[config.mk]
export PLATFORM = sky130hd
export DESIGN_NAME = i2c_master_arbiter
export DESIGN_NICKNAME = d
export VERILOG_FILES = /design/src/rtl/i2c_ctrl_pkg.sv /design/src/rtl/rr_arbiter.sv /design/src/rtl/i2c_master_arbiter.sv
export SDC_FILE = /design/constraint.sdc
export NUM_CORES = 1
export LEC_CHECK = 0
export BUFFER_PORTS_ARGS = -buffer_cell sky130_fd_sc_hd__buf_2
export CORE_ASPECT_RATIO = 0.7
export CORE_UTILIZATION = 35
export CTS_CLUSTER_DIAMETER = 60
export DETAILED_ROUTE_END_ITERATION = 8
export GPL_ROUTABILITY_DRIVEN = 1
export MAX_ROUTING_LAYER = met4
export PLACE_DENSITY = 0.72
export RECOVER_POWER = 50
export SLEW_MARGIN = 20
export SYNTH_ARGS = -nofsm -noshare
export SYNTH_HDL_FRONTEND = slang
export SYNTH_HIERARCHICAL = 1
export SYNTH_SLANG_ARGS = --single-unit
[constraint.sdc]
create_clock -name CLK -period 9.15 [get_ports CLK]
set_clock_uncertainty 0.05 [all_clocks]
set_input_delay 0.915 -clock CLK [delete_from_list [all_inputs] [get_ports CLK]]
set_output_delay 0.915 -clock CLK [all_outputs]
set_load 0.02 [all_outputs]
[src/rtl/i2c_ctrl_pkg.sv]
// Shared constants and state encoding for controllers that front the I2C master engine.
package i2c_ctrl_pkg;
  localparam int ADDR_W          = 7;
  localparam int DATA_W          = 8;
  localparam int TIMEOUT_DEFAULT = 1023;

  typedef enum logic [2:0] {
    ST_IDLE  = 3'd0,
    ST_ISSUE = 3'd1,
    ST_START = 3'd2,
    ST_WAIT  = 3'd3,
    ST_RESP  = 3'd4
  } state_t;
endpackage

[src/rtl/rr_arbiter.sv]
// Combinational round-robin picker: one-hot grant to the first set req above ptr (mod NREQ).
module rr_arbiter #(
  parameter int NREQ = 4,
  localparam int IW  = (NREQ > 1) ? $clog2(NREQ) : 1
) (
  input  logic [NREQ-1:0] req,
  input  logic [IW-1:0]   ptr,
  output logic [NREQ-1:0] gnt
);
  logic [IW-1:0] idx;

  // Scan from farthest to nearest so the nearest candidate above ptr is written last.
  always_comb begin
    gnt = '0;
    idx = '0;
    for (int k = NREQ; k >= 1; k--) begin
      idx = IW'((int'(ptr) + k) % NREQ);
      if (req[idx]) begin
        gnt      = '0;
        gnt[idx] = 1'b1;
      end
    end
  end
endmodule

[src/rtl/i2c_master_arbiter.sv]
// Shares one I2C master engine among NREQ requesters with round-robin grant and a watchdog.
module i2c_master_arbiter
  import i2c_ctrl_pkg::*;
#(
  parameter int NREQ    = 4,
  parameter int TIMEOUT = TIMEOUT_DEFAULT
) (
  input  logic                   CLK,
  input  logic                   reset,
  input  logic [NREQ-1:0]        req,
  input  logic [NREQ*ADDR_W-1:0] req_addr,
  input  logic [NREQ-1:0]        req_rw,
  input  logic [NREQ*DATA_W-1:0] req_wdata,
  output logic [NREQ-1:0]        gnt,
  output logic [NREQ-1:0]        done,
  output logic                   nack,
  output logic                   timeout,
  output logic [DATA_W-1:0]      rdata,
  output logic                   m_start,
  output logic [ADDR_W-1:0]      m_addr,
  output logic                   m_rw,
  output logic [DATA_W-1:0]      m_wdata,
  output logic                   m_abort,
  input  logic                   m_busy,
  input  logic                   m_done,
  input  logic                   m_nack,
  input  logic [DATA_W-1:0]      m_rdata,
  output state_t                 dbg_state
);
  localparam int IW = (NREQ > 1) ? $clog2(NREQ) : 1;
  localparam int TW = $clog2(TIMEOUT + 1);

  // Master handshake: m_start is issued only from ISSUE with m_busy low; the
  // master answers with a single m_done pulse (m_nack/m_rdata valid with it),
  // and m_done is honoured only in WAIT.
  state_t              state, state_nxt;
  logic [IW-1:0]       ptr, owner_idx, win_idx;
  logic [NREQ-1:0]     arb_gnt;
  logic [ADDR_W-1:0]   win_addr;
  logic                win_rw;
  logic [DATA_W-1:0]   win_wdata;
  logic [TW-1:0]       timer;
  logic                expire;

  rr_arbiter #(.NREQ(NREQ)) u_arb (
    .req (req),
    .ptr (ptr),
    .gnt (arb_gnt)
  );

  always_comb begin
    win_idx   = '0;
    win_addr  = '0;
    win_rw    = 1'b0;
    win_wdata = '0;
    for (int i = 0; i < NREQ; i++) begin
      if (arb_gnt[i]) begin
        win_idx   = IW'(i);
        win_addr  = req_addr[i*ADDR_W +: ADDR_W];
        win_rw    = req_rw[i];
        win_wdata = req_wdata[i*DATA_W +: DATA_W];
      end
    end
  end

  // Timer holds 1 in the last WAIT cycle; m_done in that same cycle takes priority.
  assign expire = (timer == TW'(1));

  always_comb begin
    state_nxt = state;
    case (state)
      ST_IDLE:  if (|req) state_nxt = ST_ISSUE;
      ST_ISSUE: if (!m_busy) state_nxt = ST_START;
      ST_START: state_nxt = ST_WAIT;
      ST_WAIT:  if (m_done || expire) state_nxt = ST_RESP;
      ST_RESP:  state_nxt = ST_IDLE;
      default:  state_nxt = ST_IDLE;
    endcase
  end

  always_ff @(posedge CLK) begin
    if (reset) begin
      state     <= ST_IDLE;
      ptr       <= IW'(NREQ - 1);
      owner_idx <= '0;
      gnt       <= '0;
      done      <= '0;
      nack      <= 1'b0;
      timeout   <= 1'b0;
      rdata     <= '0;
      m_start   <= 1'b0;
      m_addr    <= '0;
      m_rw      <= 1'b0;
      m_wdata   <= '0;
      m_abort   <= 1'b0;
      timer     <= '0;
    end else begin
      state   <= state_nxt;
      m_start <= (state == ST_ISSUE) && !m_busy;
      done    <= '0;
      m_abort <= 1'b0;
      case (state)
        ST_IDLE: begin
          if (|req) begin
            gnt       <= arb_gnt;
            owner_idx <= win_idx;
            m_addr    <= win_addr;
            m_rw      <= win_rw;
            m_wdata   <= win_wdata;
          end
        end
        ST_START: timer <= TW'(TIMEOUT);
        ST_WAIT: begin
          if (m_done) begin
            nack    <= m_nack;
            timeout <= 1'b0;
            rdata   <= (m_rw && !m_nack) ? m_rdata : '0;
            done    <= gnt;
          end else if (expire) begin
            nack    <= 1'b0;
            timeout <= 1'b1;
            rdata   <= '0;
            done    <= gnt;
            m_abort <= 1'b1;
            timer   <= '0;
          end else begin
            timer <= timer - TW'(1);
          end
        end
        ST_RESP: begin
          gnt <= '0;
          ptr <= owner_idx;
        end
        default: ;
      endcase
    end
  end

  assign dbg_state = state;
endmodule

==> results of run 1 <==
worst max path at each step:
stage          slack (ps)          to  startpoint
4_1_cts              5360  m_wdata[0]      ptr[0]
6_report             5540  m_wdata[0]      ptr[0]
2_1_floorplan        6090   m_addr[0]      ptr[1]
3_5_place_dp         5360  m_wdata[0]      ptr[0]
5_1_grt              5250  m_wdata[4]      ptr[0]
3_3_place_gp         5570  m_wdata[2]      req[0]
cells in the final DEF, fill, tap and decap left out, types with 2 or more instances in the layout:
cell | synthesis | final
and3_1 | 2 | 2
buf_4 | 0 | 2
nand2_1 | 45 | 45
clkbuf_1 | 20 | 38
dfxtp_1 | 53 | 53
buf_2 | 6 | 82
nand2b_1 | 6 | 6
clkbuf_16 | 0 | 5
nor2_1 | 15 | 15
o22ai_1 | 4 | 4
nand3b_1 | 17 | 17
a211oi_1 | 10 | 10
or3_1 | 2 | 2
mux4_2 | 4 | 4
mux2i_1 | 19 | 19
nor3b_1 | 4 | 4
ha_1 | 8 | 8
nor4_1 | 5 | 5
a21oi_1 | 44 | 44
o21ai_0 | 21 | 22
nor2b_1 | 6 | 5
a221oi_1 | 16 | 16
inv_1 | 9 | 9
nor3_1 | 6 | 6
registers in the layout, summed over array words and instances (netlist names):
signal,flops
dbg_state,3
done,4
gnt,4
m_abort,1
m_addr,7
m_rw,1
m_start,1
m_wdata,8
nack,1
owner_idx,2
ptr,2
rdata,8
timeout,1
timer,10
worst register-to-register path, delay by kind of cell, from the launching register on:
kind	cells	cell delay, ps
AND/OR/NAND/NOR	3	350
buffers and inverters	2	370
flip-flops	1	680
multiplexers	1	430
adder cells (fa/ha/maj)	1	430
AO/OA/AOI/OAI	3	1170
report_power, final:
part / total [W] / leakage (nW) / internal (W) / switching, W
clock: 0.000218 / 0.0841 / 0.000137 / 0.0000814
sequential: 0.000264 / 0.434 / 0.000249 / 0.0000154
combinational: 0.000144 / 1.02 / 0.0000582 / 0.0000856
total: 0.000626 / 1.54 / 0.000444 / 0.000182
layout make-up:
class                           count  area (um2)  area share (%)
Multi-Input combinational cell    259        1789           47.56
Sequential cell                    53        1061           28.20
Timing Repair Buffer              122       575.6           15.30
Clock buffer                        7       142.6           3.791
Tap cell                          101       126.4           3.359
Inverter                           10       37.54          0.9977
Clock inverter                      1       30.03          0.7981
metal layers:
metal | up-vias | track usage [%] | routed length [um]
met5 | - | - | 0
met4 | 0 | 3.200 | 26
met3 | 2 | 3.511 | 354
met2 | 67 | 30.87 | 3714
met1 | 1402 | 24.24 | 3841
li1 | 1485 | - | -
stage by stage:
step                      cells  cell area, um2  setup slack (ps)  power (W)  utilization, %
after floorplan             350            2979              6093  0.0003645               -
after global placement      544            3628              5575  0.0004112           45.13
after detailed placement    544            3628              5363  0.0004151           45.13
after CTS                   552            3801              5363  0.0006337           47.28
after global routing        553            3762              5255  0.0006588           46.79
final                       553            3762              5539  0.0006262           46.79
kinds of logic (layout without fill, tap and decap cells):
kind of cell / after synthesis / after routing / share of synthesized area [%]
compound gates: 110 / 110 / 24.32
fa+ha+maj: 8 / 8 / 3.360
buf+inv: 38 / 140 / 5.292
flops: 53 / 53 / 35.62
mux: 23 / 23 / 9.408
simple gates: 118 / 118 / 22.01
==> flow_metrics.tcl, run 1 <==
set metrics [dict create \
    tightest_slew_ps 2046 \
    numCtsBuffers 5 \
    cp.depth 10 \
    async_flop_share_pct 0 \
    grt-ovfl-total 0 \
    worstPathMaxFanout 19 \
    min_to "rdata[4]" \
    drive_gt1_share_pct 24.78 \
    leakage_nw 1.537 \
    failed_checks "design-rule violations, max-capacitance violations, max-slew violations" \
    critPathTopFamily "compound AO/OA/AOI/OAI gates" \
    setup_tns_ps 0 \
    end_kind "flip-flop" \
    root_buffer "clkbuf_16" \
    yosysMostFrequentCell "dfxtp_1" \
    setup_viol 0 \
    synthesis.nets 439 \
    viasPerCell 5.345 \
    hold_depth 2 \
    crit_type "flip-flop to flip-flop" \
    hold_violations 0 \
    synth_ff_type "dfxtp_1" \
    area_growth_pct 26.29 \
    synth_cell_type_count 47 \
    synth_edf_count 0 \
    power_density_nw_per_um2 166.4 \
    htree_levels 2 \
    track_usage_pct 18.68 \
    worstHoldStart "rdata[4]" \
    critical_path.max_stage_delay_ps 770 \
    syn_avg_cell_area_um2 8.512 \
    die_y_um 79.19 \
    maxCapViolCount 1 \
    fp-row-count 27 \
    ff2ff_setup_slack_ps 5540 \
    r2r-start "ptr[0]" \
    gp_congestion 0.8602 \
    grt_setup_unrepaired "false" \
    grt_pass1_wl_um 13160 \
    tritoncts "yes" \
    synth_top_area_cell "dfxtp_1" \
    r2r_cells 10 \
    antenna_cells 0 \
    crit_chain "inv_1 > ha_1 > mux4_2 > nor2b_4 > nand2_1 > a31oi_2 > nor4b_2 > buf_4 > a221oi_1 > a21oi_1" \
    reg2reg_to "m_wdata[0]" \
    die_area_um2 8891 \
    synth.cell_area_um2 2979 \
    drt_iter0_markers 137 \
    fillers 837 \
    clock.fmax_mhz 277.0 \
    wl_per_cell_um 14.35 \
    cp_num_buf_inv 2 \
    cts-hold-fix-buffers 0 \
    cp.arrival_ps 3720 \
    clk_latency_ps 280 \
    cts_sinks 53 \
    relSlewSlack_pct -37.87 \
    grt_pass1_vias 2766 \
    ys_top_cells_by_count "dfxtp_1 (53), nand2_1 (45), a21oi_1 (44)" \
    start_util_pct 37.05 \
    drc 3 \
    outcome "finished, violations left" \
    cts_setup_buffers 0 \
    wirelength_um 7937 \
    whs_ps 415.4 \
    die_x_um 112.3 \
    syn_inst 350 \
    post_cts_resized 0 \
    cp_slowest_cell "a31oi_2" \
    ys_ff_latch 53 \
    ant_nets 0 \
    num_vias 2956 \
    report.final.slew_viol_count 15 \
    dpl.hpwl_um 5817 \
    cts.path.max_buffers 2 \
    coreArea_um2 8040 \
    min_period_ps 3611 \
    synthTopCellsByArea "dfxtp_1 (36%), a21oi_1 (7.4%), mux2i_1 (6.4%), nand2_1 (5.7%), a221oi_1 (4.7%)" \
    fin_crit_sh_pct 39.46 \
    io_buffers 119 \
    first_pass_iters 6 \
    cp.required_ps 9260 \
    clk_pin_slew_ps 70 \
    antenna_found_initial 0 \
    grt_max_degree 41 \
    hp-class "flip-flop to flip-flop" \
    nets 540 \
    start_kind "flip-flop" \
    ios 120 \
    yosys.area.top_type_share_pct 35.62 \
    synth-seq-area-share_pct 35.62 \
    ys_warn_count 6 \
    ir_drop_uv 76.92 \
]
Note: power is estimated with default switching activity, not from simulation.
==> run 2: changes to the inputs <==
Settings changed: ABC_AREA from default to 1, PLACE_DENSITY 0.72 to 0.71.
Clock period 9.15 ns to 3.8 ns, I/O delays scaled along.
==> run 2 against run 1 <==
Effect of this change: the flow now finishes without violations; sequential share of layout area decreased by 1.1 points; sequential cell count unchanged; worst hold slack got worse by 150 ps; setup slack got worse by 5000 ps; core utilization decreased by 1.2 points; via count increased by 18%; critical path depth increased by 7; combinational power increased to 3.3 times the previous value; clock power increased by 140%; register-to-register slack got worse by 5000 ps; largest power group unchanged.
==> flow_metrics.tcl, run 2 <==
set metrics [dict create \
    cts_sinks 53 \
    fin_area_um2 3910 \
    crit_type "flip-flop to flip-flop" \
    setup_tns_ps 0 \
    area_growth_pct 24.45 \
    synth_top_family_by_area "simple AND/OR/NAND/NOR gates" \
    min_period_ps 3243 \
    cp.arrival_ps 3430 \
    synth.cell_area_um2 3142 \
    maxCapViolCount 0 \
    track_usage_pct 19.62 \
    clock.fmax_mhz 308.4 \
    reg.largest.list "timer (10), m_wdata (8), rdata (8)" \
    hold_violations 0 \
    synthesis.nets 580 \
    first_pass_iters 5 \
    start_kind "flip-flop" \
    viasPerCell 4.814 \
    placedInstanceArea_um2 3796 \
    numCtsBuffers 5 \
    clk_latency_ps 290 \
    fillers 897 \
    ys_top_cells_by_count "nand2_1 (154), nor2_1 (66), dfxtp_1 (53)" \
    grt_pass1_wl_um 14080 \
    die_area_um2 9366 \
    total_power_w 0.001655 \
    grt-ovfl-total 0 \
    fp-row-count 28 \
    drive_gt1_share_pct 19.60 \
    tightest_slew_ps 1140 \
    dpl.hpwl_um 6613 \
    ant_nets 0 \
    grt_pass1_vias 3102 \
    syn_avg_cell_area_um2 6.399 \
    grt_max_degree 32 \
    gp_congestion 0.8495 \
    synth_ff_type "dfxtp_1" \
    synth_compound_area_share_pct 12.23 \
    synthMuxAreaShare_pct 1.593 \
    htree_levels 2 \
    grt_setup_unrepaired "false" \
    cts_setup_buffers 0 \
    fin_crit_sh_pct 85.34 \
    antenna_found_initial 0 \
    start_util_pct 36.60 \
    leakage_nw 1.903 \
    wirelength_um 8690 \
    end_kind "flip-flop" \
    worstPathMaxFanout 18 \
    ys_warn_count 6 \
    regArea_um2 1061 \
    largest_reg_flops 10 \
    io_buffers 119 \
    cts.path.max_buffers 2 \
    outcome "complete, no violations" \
    synth_simple_gate_area_share_pct 39.67 \
    yosysMostFrequentCell "nand2_1" \
    r2r-start "ptr[0]" \
    async_flop_share_pct 0 \
    synthTopCellsByArea "dfxtp_1 (34%), nand2_1 (18%), nor2_1 (7.9%), nand3_1 (5.6%), a21oi_1 (5.1%)" \
    num_vias 3476 \
    report.final.slew_viol_count 0 \
    power_density_nw_per_um2 423.4 \
    die_x_um 115.2 \
    worstHoldStart "m_busy" \
    synth_top_area_cell "dfxtp_1" \
    clk_pin_slew_ps 70 \
    cp.required_ps 3980 \
    synthAdderAreaFrac_pct 3.186 \
    coreArea_um2 8583 \
    root_buffer "clkbuf_16" \
    drc 0 \
    synth-xor-area-share_pct 0.2788 \
    ys_ff_latch 53 \
    tritoncts "yes" \
    synth-seq-area-share_pct 33.77 \
    cts-hold-fix-buffers 0 \
    yosys.area.top_type_share_pct 33.77 \
    ir_drop_uv 307.7 \
    wl_per_cell_um 12.04 \
    top_register "timer" \
    post_cts_resized 0 \
    drt_iter0_markers 230 \
    ios 120 \
    antenna_cells 0 \
    synth_cell_type_count 37 \
    final_common_cell "nand2_1" \
    relSlewSlack_pct 23.99 \
    nets 690 \
    hp-class "primary input to flip-flop" \
    syn_inst 491 \
    critPathLaunch "ptr[0]" \
    die_y_um 81.27 \
    setup_viol 0 \
    final_cell_mix "nand2_1 (154), buf_2 (79), nor2_1 (67)" \
    multiInputGateArea_um2 1777 \
    synth_edf_count 0 \
]
run 2: cell types whose count changed in the layout (fill, tap and decap cells not counted), moves of 6 or more:
cell,delta
o21ai_0,-8
mux2i_1,-14
nand2b_1,-6
nand2_1,+109
a21oi_1,-12
o21ai_1,+13
a221oi_1,-16
nand3b_1,-17
a211oi_1,-10
nand3_1,+35
inv_1,+32
nor2_1,+52
nand2_2,+10
run 2: metal layers:
layer / vias to the layer above / GRT usage [%] / routed length [um]
met5: - / - / 0
met3: 8 / 4.403 / 579
met1: 1562 / 24.91 / 4169
li1: 1776 / - / -
met4: 0 / 4.545 / 76
met2: 130 / 31.81 / 3864
run 2: report_power, final:
part | leakage (nW) | internal, W | switching, W
combinational | 1.39 | 0.000159 | 0.000310
clock | 0.0831 | 0.000329 | 0.000202
sequential | 0.434 | 0.000612 | 0.0000441
total | 1.90 | 0.00110 | 0.000555
run 2: area by class of cell:
type,instances,share of cell area [%]
well taps,120,3.840
multi-input cells,371,45.44
inverters,50,4.928
clock buffers,6,3.552
clock inverters,2,0.9600
repair buffers,120,14.14
flip-flops and latches,53,27.14
run 2: kinds of logic (layout without fill, tap and decap cells):
| logic type | after synthesis | after routing |
|---|---|---|
| AND/OR/NAND/NOR | 287 | 287 |
| AO/OA/AOI/OAI | 70 | 70 |
| buffers and inverters | 67 | 178 |
| flip-flops | 53 | 53 |
| adder cells (fa/ha/maj) | 8 | 8 |
| multiplexers | 5 | 5 |
| XOR/XNOR | 1 | 1 |
run 2: worst max-delay path, stage by stage, from the launching register on:
cell	delay, ps
dfxtp_1	530
inv_2	140
ha_1	400
inv_1	90
nand3_2	120
nand3_1	110
nand2_1	50
inv_1	60
nand2_1	50
nand2_1	50
nand2_1	400
inv_2	180
nand2_2	80
nor3_4	490
nand2_1	150
nand3_1	130
o21ai_1	60
inv_1	50
run 2: through the flow:
step	worst slack (ps)	hold WS (ps)	util [%]	instances
after global routing	231.3	260.9	45.55	722
after floorplan	1392	386.7	-	491
after global placement	783.4	394.1	44.23	714
final	557.1	265.5	45.55	722
after CTS	560.6	264.8	46.28	722
after detailed placement	613.9	403.4	44.23	714
run 2: worst paths after layout:
| check | end | slack [ps] | cells after the start |
|---|---|---|---|
| max | m_addr[5] | 560 | 17 |
| min | m_start | 270 | 2 |
| max reg2reg | m_addr[5] | 560 | 17 |
| min reg2reg | timeout | 420 | 2 |
==> run 3: changes to the inputs <==
Settings changed: HOLD_SLACK_MARGIN from default to 0.06, PLACE_DENSITY 0.71 to default, PLACE_DENSITY_LB_ADDON from default to 0.08.
==> run 3 against run 2 <==
Effect of this change: first-iteration DRC count shrank 9.6%; critical path depth up 1; clock-buffer cell count down 1; non-clock buffer count is 1 higher; worst hold slack worse by 35 ps; clock power up 8.7%; final area increased by 0.67%; die area unchanged; global-route usage rose by 0.38 points; routed wire length shrank 0.45%; fmax increased by 11%; largest cell class unchanged.
==> flow_metrics.tcl, run 3 (synthesis gave the netlist of run 2 again) <==
set metrics [dict create \
    outcome "complete, no violations" \
    tritoncts "yes" \
    die_y_um 81.27 \
    grt-ovfl-total 0 \
    whs_ps 230.5 \
    relSlewSlack_pct 22.12 \
    root_buffer "clkbuf_16" \
    drt_iter0_markers 208 \
    wl_per_cell_um 11.97 \
    ios 120 \
    dpl.cell_count 715 \
    first_pass_iters 4 \
    setup_viol 0 \
    ir_drop_uv 214.5 \
    antenna_cells 0 \
    hold_violations 0 \
    clk_latency_ps 290 \
    final_core_util_pct 45.86 \
    num_vias 3356 \
    track_usage_pct 20.00 \
    cp.arrival_ps 3100 \
    setup_tns_ps 0 \
    cpMostUsedCell "nand2_1" \
    nets 691 \
    area_growth_pct 25.29 \
    viasPerCell 4.642 \
    cp.required_ps 3980 \
    clock.fmax_mhz 342.4 \
    cts.path.max_buffers 2 \
    grt_pass1_vias 3068 \
    placedInstanceArea_um2 3804 \
    fp-row-count 28 \
    worstPathMaxFanout 18 \
    start_kind "flip-flop" \
    reg.largest.list "timer (10), m_wdata (8), rdata (8)" \
    leakage_nw 1.920 \
    numCtsBuffers 5 \
    grt_max_degree 32 \
    coreArea_um2 8583 \
    end_kind "flip-flop" \
    ant_nets 0 \
    final_common_cell "nand2_1" \
    drive_gt1_share_pct 19.90 \
    grt_setup_unrepaired "false" \
    start_util_pct 36.60 \
    largest_reg_flops 10 \
    hp-class "primary input to flip-flop" \
    crit_chain "inv_2 > ha_1 > inv_1 > nand3_2 > nand3_1 > nand2_1 > inv_1 > nand2_1 > nand2_1 > nand2_1 > buf_4 > inv_2 > nand2_2 > nor3_4 > nand2_1 > nand3_1 > o21ai_1 > inv_1" \
    critical_path.max_stage_delay_ps 530 \
    cp_slowest_cell "dfxtp_1" \
    drc 0 \
    fin_area_um2 3936 \
    power_density_nw_per_um2 432.3 \
    stdcell_count 723 \
    antenna_found_initial 0 \
    gp_congestion 0.8159 \
    cts_setup_buffers 0 \
    cts-hold-fix-buffers 0 \
    maxCapViolCount 0 \
    min_period_ps 2921 \
    clk_pin_slew_ps 70 \
    cts_sinks 53 \
    crit_type "flip-flop to flip-flop" \
    final_cell_mix "nand2_1 (154), buf_2 (79), nor2_1 (67)" \
    wirelength_um 8651 \
    io_buffers 119 \
    fin_crit_sh_pct 76.87 \
    htree_levels 2 \
    post_cts_resized 0 \
    tightest_slew_ps 1168 \
    die_x_um 115.2 \
    die_area_um2 9366 \
    top_register "timer" \
    report.final.slew_viol_count 0 \
    fillers 948 \
    dpl.hpwl_um 6482 \
    grt_pass1_wl_um 14420 \
]
run 3: cell types whose count changed in the layout (fill, tap and decap cells not counted):
cell / change
buf_4: +1
bufinv_16: +1
clkbuf_8: -1
clkinv_2: +1
clkinvlp_4: -1
nand3_1: -1
nand3_2: +1
run 3: critical path: cells and delay by family (launching register included):
kind,cells,cell delay (ps)
flip-flops,1,530
AO/OA/AOI/OAI,1,60
AND/OR/NAND/NOR,10,1210
adder cells (fa/ha/maj),1,400
buffers and inverters,6,610
run 3: final timing paths:
kind	end	slack, ps	from	cells after the start
setup / recovery	m_addr[4]	880	ptr[0]	18
hold / removal	m_start	230	m_busy	2
setup reg to reg	m_addr[4]	880	ptr[0]	18
hold reg to reg	timeout	420	timeout	2
run 3: cell type report:
cell class              count  area [um2]  area share [%]
repair buffers            121       560.5           14.24
clock inverters             3       65.06           1.653
clock buffers               5       125.1           3.179
well taps                 120       150.1           3.814
flip-flops and latches     53        1061           26.95
multi-input cells         371        1782           45.26
inverters                  50       192.7           4.895
run 3: power breakdown:
| part | internal [W] | switching, W | total, W |
|---|---|---|---|
| Sequential | 0.000612 | 0.0000433 | 0.000656 |
| Combinational | 0.000160 | 0.000309 | 0.000469 |
| Clock | 0.000376 | 0.000201 | 0.000577 |
| Total | 0.00115 | 0.000553 | 0.00170 |
run 3: layer usage:
metal | global-route usage [%] | part of all wire (%) | vias up
li1 | - | - | 1772
met1 | 27.95 | 52 | 1473
met2 | 30.12 | 42 | 107
met3 | 3.731 | 6.0 | 4
met4 | 3.636 | 0.66 | 0
met5 | - | 0 | -
run 3: stage by stage:
| step | setup slack [ps] | total power [W] |
|---|---|---|
| floorplan | 1392 | 0.001004 |
| global placement | 934.5 | 0.001146 |
| detailed placement | 898.3 | 0.001148 |
| CTS | 865.3 | 0.001734 |
| global route | 530.3 | 0.001822 |
| finish | 879.1 | 0.001702 |
